File: src/rtl/pio_arbiter.sv
// rtl/pio_arbiter.sv - two-master round-robin arbiter in front of a single PIO register slave
module pio_arbiter #(
    parameter int pADDRESS_BITS = 3,
    parameter int pDATA_BITS    = 32
) (
    input  logic                     iCLOCK,
    input  logic                     iRESET,
    input  logic [pADDRESS_BITS-1:0] iM0_ADDRESS,
    input  logic                     iM0_WRITE,
    input  logic                     iM0_READ,
    input  logic [pDATA_BITS-1:0]    iM0_WRITE_DATA,
    output logic                     oM0_WAIT_REQUEST,
    output logic [pDATA_BITS-1:0]    oM0_READ_DATA,
    output logic                     oM0_READ_DATA_VALID,
    input  logic [pADDRESS_BITS-1:0] iM1_ADDRESS,
    input  logic                     iM1_WRITE,
    input  logic                     iM1_READ,
    input  logic [pDATA_BITS-1:0]    iM1_WRITE_DATA,
    output logic                     oM1_WAIT_REQUEST,
    output logic [pDATA_BITS-1:0]    oM1_READ_DATA,
    output logic                     oM1_READ_DATA_VALID,
    output logic [pADDRESS_BITS-1:0] oS_ADDRESS,
    output logic                     oS_WRITE,
    output logic                     oS_READ,
    output logic [pDATA_BITS-1:0]    oS_WRITE_DATA,
    input  logic [pDATA_BITS-1:0]    iS_READ_DATA
);

    typedef enum logic [1:0] {
        IDLE  = 2'd0,
        ISSUE = 2'd1,
        RWAIT = 2'd2
    } stateType;

    stateType state;
    stateType nextState;

    logic lastGrant;   // 0 = master 0 last accepted, 1 = master 1
    logic owner;       // master whose command is in flight
    logic req0;
    logic req1;
    logic accept0;
    logic accept1;
    logic grantWrite;
    logic grantRead;

    assign req0 = iM0_WRITE | iM0_READ;
    assign req1 = iM1_WRITE | iM1_READ;

    always_ff @(posedge iCLOCK or posedge iRESET) begin
        if (iRESET) begin
            state <= IDLE;
        end else begin
            state <= nextState;
        end
    end

    always_comb begin
        nextState        = state;
        accept0          = 1'b0;
        accept1          = 1'b0;
        oM0_WAIT_REQUEST = 1'b1;
        oM1_WAIT_REQUEST = 1'b1;
        case (state)
            IDLE: begin
                // Contention goes to the master not granted last; a lone requester always wins.
                if (!iRESET) begin
                    if (req0 && (!req1 || lastGrant)) begin
                        accept0 = 1'b1;
                    end else if (req1) begin
                        accept1 = 1'b1;
                    end
                end
                oM0_WAIT_REQUEST = ~accept0;
                oM1_WAIT_REQUEST = ~accept1;
                if (accept0 || accept1) begin
                    nextState = ISSUE;
                end
            end
            ISSUE:   nextState = oS_READ ? RWAIT : IDLE;
            RWAIT:   nextState = IDLE;
            default: nextState = IDLE;
        endcase
    end

    // A simultaneous write+read is carried out as a write only.
    assign grantWrite = accept1 ? iM1_WRITE : iM0_WRITE;
    assign grantRead  = accept1 ? (iM1_READ & ~iM1_WRITE) : (iM0_READ & ~iM0_WRITE);

    always_ff @(posedge iCLOCK or posedge iRESET) begin
        if (iRESET) begin
            oS_ADDRESS    <= '0;
            oS_WRITE_DATA <= '0;
            oS_WRITE      <= 1'b0;
            oS_READ       <= 1'b0;
            owner         <= 1'b0;
            lastGrant     <= 1'b1;
        end else if (accept0 || accept1) begin
            oS_ADDRESS    <= accept1 ? iM1_ADDRESS : iM0_ADDRESS;
            oS_WRITE_DATA <= accept1 ? iM1_WRITE_DATA : iM0_WRITE_DATA;
            oS_WRITE      <= grantWrite;
            oS_READ       <= grantRead;
            owner         <= accept1;
            lastGrant     <= accept1;
        end else begin
            oS_WRITE <= 1'b0;
            oS_READ  <= 1'b0;
        end
    end

    always_ff @(posedge iCLOCK or posedge iRESET) begin
        if (iRESET) begin
            oM0_READ_DATA       <= '0;
            oM1_READ_DATA       <= '0;
            oM0_READ_DATA_VALID <= 1'b0;
            oM1_READ_DATA_VALID <= 1'b0;
        end else begin
            oM0_READ_DATA_VALID <= (state == RWAIT) && !owner;
            oM1_READ_DATA_VALID <= (state == RWAIT) && owner;
            if (state == RWAIT && !owner) begin
                oM0_READ_DATA <= iS_READ_DATA;
            end
            if (state == RWAIT && owner) begin
                oM1_READ_DATA <= iS_READ_DATA;
            end
        end
    end

endmodule

File: config.mk
export PLATFORM = sky130hd
export DESIGN_NAME = pio_arbiter
export DESIGN_NICKNAME = d
export VERILOG_FILES = /design/src/rtl/pio_arbiter.sv
export SDC_FILE = /design/constraint.sdc
export NUM_CORES = 1
export LEC_CHECK = 0
export CAP_MARGIN = 30
export CORE_MARGIN = 4
export CORE_UTILIZATION = 36
export CTS_CLUSTER_SIZE = 20
export DETAILED_ROUTE_END_ITERATION = 8
export GPL_TIMING_DRIVEN = 0
export PLACE_DENSITY = 0.77
export SLEW_MARGIN = 25
export SYNTH_ARGS = -nofsm -noshare
export SYNTH_HDL_FRONTEND = slang
export SYNTH_SLANG_ARGS = --single-unit
export TNS_END_PERCENT = 30
File: constraint.sdc
create_clock -name iCLOCK -period 4.01 [get_ports iCLOCK]
set_clock_uncertainty 0.2 [all_clocks]
set_input_delay 1.203 -clock iCLOCK [delete_from_list [all_inputs] [get_ports iCLOCK]]
set_output_delay 1.203 -clock iCLOCK [all_outputs]
set_load 0.01 [all_outputs]
==> impl_metrics.yaml <==
layout:
  antenna_cells: 0
  drive_above_1_share: 0.137
  area_growth_pct: 63.6
  nets: 686
  final_core_util: 0.610
placed_design:
  place_congestion: 0.789
  dp_hpwl_um: 9710
  io_buffers: 212
critical_path:
  cp-start-kind: "input port"
  crit_fanout: 10
  slowest_delay_ns: 0.43
  path_class: "in -> out"
  critPathBufInv: 3
  crit_slowest_cell: "or3_4"
  crit_family: "buffers and inverters"
  rrSetupSlack_ns: 2.03
  critPathArrivalTime_ns: 2.57
  worstPathCellList: "dlygate4sd2_1 > or3_4 > nor2_4 > nand2_4 > buf_6 > dlygate4sd2_1"
  cp.required_ns: 2.61
  cp_common_cell: "dlygate4sd2_1"
  cp-end-kind: "output port"
global_routing:
  grt_pass1_wl_um: 20100
  grt_busiest_layer: "met2"
  grt-ovfl-total: 0
  use_met3: 0.0789
  antenna_found_initial: 1
  grtUsageMet2: 0.296
  grt_pass1_vias: 3940
  grt_max_degree: 34
  gr-usage-met1: 0.211
  grtUsageTotal: 0.180
synthesis:
  ys_top_cells_by_area: "dfrtp_1, nand2_1, mux2_2"
  synth_nets: 457
  ys_top_cells_by_count: "dfrtp_1, nand2_1, nand2b_1"
  synth_seq_cells: 107
  yosys.area.top_type: "dfrtp_1"
  synth.avg_cell_area_um2: 12.3
  synth_flop_cell: "dfrtp_1"
  synth_enable_flop_cells: 0
  netlist_area_um2: 4310
  yosysSeqAreaShare: 0.622
  yosysMostFrequentCell: "dfrtp_1"
  synth.distinct_cells: 27
  yosysTopAreaCellShare: 0.616
  yosysWarnings: 0
  ys_async_sr_fraction: 1.00
  postSynthCellCount: 349
floorplan:
  pin_count: 213
  die-area_um2: 13800
  core_area_um2: 11600
  rows: 39
  die-height_um: 117
  start_util: 0.373
  die_x_um: 117
sta:
  rsz0062_at_grt: "true"
  slew-limit-headroom: 0.627
  max_freq_mhz: 252
  hold_viol: 0
  hold_ws_ns: 0.274
  tns_ns: 0
  min_period_ns: 3.97
  final_max_slew_viol_count: 0
  worstMarginPinSlew_ns: 0.557
  final-setup-viol-count: 0
  fin_crit_sh: 0.990
detailed_routing:
  route.detailed.drc: 0
  detail-route-antenna-nets: 0
  vias: 3615
  wl_um: 12300
  drtIter0Drc: 192
  vias_per_cell: 4.98
  wl_per_cell_um: 17.0
  first_pass_iters: 4
flow_run:
  drv_cap: 0
power:
  ir_worst_vdd_mv: 0.208
  p_leak_nw: 3.03
  power.density_nw_per_um2: 610
cts:
  cts_sinks: 107
  cts.htree.levels: 3
  numCtsBuffers: 9
  cts_buffer_depth: 2
  hold_buffers: 0
  cts_tree: "built"
  path_clk_slew_ns: 0.07
  clkLatencyLatePin_ns: 0.33
  cts_root_buf: "clkbuf_16"
hold_path:
  hold_path.class: "reg -> reg"
status:
  outcome: "finished, final reports clean"
[layout make-up]
type                       count  area [um2]
fill                         939        4520
tap                          143         179
sequential                   107        2680
clock buffer                   9         225
buffer                        19         111
timing repair buffer         218        2200
inverter                       4        18.8
multi-input combinational    219        1530
clock inverter                 7         108
[metrics by stage]
stage | cells | area (um2) | worst slack [ns] | total power (W)
floorplan | 349 | 4310 | 0.626 | 0.00231
global placement | 704 | 6610 | -0.518 | 0.00330
detailed placement | 707 | 6670 | -0.546 | 0.00337
CTS | 724 | 7030 | 0.00920 | 0.00435
global route | 726 | 7050 | -0.0123 | 0.00454
finish | 726 | 7050 | 0.0386 | 0.00430
[final timing paths]
check                           cells after the start           endpoint              start
max in group asynchronous                           4  oM1_READ_DATA[20]             iRESET
worst min register to register                      2  oM1_READ_DATA[25]  oM1_READ_DATA[25]
worst max register to register                      3  oM0_READ_DATA[13]           state[0]
worst max-delay path                                6   oM1_WAIT_REQUEST             iRESET
worst min-delay path                                2  oM1_READ_DATA[25]  oM1_READ_DATA[25]
min in group asynchronous                           2   oM0_READ_DATA[1]             iRESET
[state kept, by name, summed over array words and instances (netlist names)]
name	count
oM1_READ_DATA	32
oM1_READ_DATA_VALID	1
state	2
oS_WRITE	1
oS_WRITE_DATA	32
oS_READ	1
oS_ADDRESS	3
owner	1
oM0_READ_DATA	32
oM0_READ_DATA_VALID	1
lastGrant	1
[layer usage]
| metal | up-vias | part of all wire |
|---|---|---|
| li1 | 1655 | - |
| met1 | 1744 | 0.40 |
| met2 | 196 | 0.47 |
| met3 | 18 | 0.11 |
| met4 | 2 | 0.016 |
| met5 | - | 0.0011 |
[worst min-delay path: cells and delay by family, from the launching register on]
family,cells,cell delay (ns)
flops,1,0.34
simple gates,2,0.10
[cells in the final DEF, fill, tap and decap left out, drive strengths merged, types with 2 or more instances in the layout]
| master | count |
|---|---|
| clkdlybuf4s50 | 205 |
| bufinv | 2 |
| clkinvlp | 2 |
| nor3 | 2 |
| a21oi | 2 |
| buf | 16 |
| nand2 | 99 |
| nor2 | 3 |
| nand2b | 33 |
| mux2 | 32 |
| or2b | 2 |
| o21a | 3 |
| dlygate4sd2 | 5 |
| o221a | 35 |
| o21ai | 2 |
| inv | 6 |
| dfrtp | 106 |
| clkbuf | 18 |
[power by group]
| part | internal [W] | switching [W] | total (W) |
|---|---|---|---|
| clock | 0.000560 | 0.000403 | 0.000962 |
| combinational | 0.00102 | 0.000633 | 0.00165 |
| sequential | 0.00147 | 0.000217 | 0.00168 |
| total | 0.00305 | 0.00125 | 0.00430 |
[cell families after synthesis]
| group | count (synthesis) | share of synthesized area |
|---|---|---|
| flops | 107 | 0.622 |
| simple gates | 143 | 0.158 |
| mux | 32 | 0.0836 |
| compound gates | 44 | 0.110 |
| buf+inv | 23 | 0.0270 |
[timing repair]
item | in CTS | in global routing
gates cloned | 0 | 0
buffers inserted | 1 | 2
resized for setup | 13 | 2
setup endpoints to repair | 2 | 2
pin swaps | 2 | 1
(Power assumes the default switching activity.)
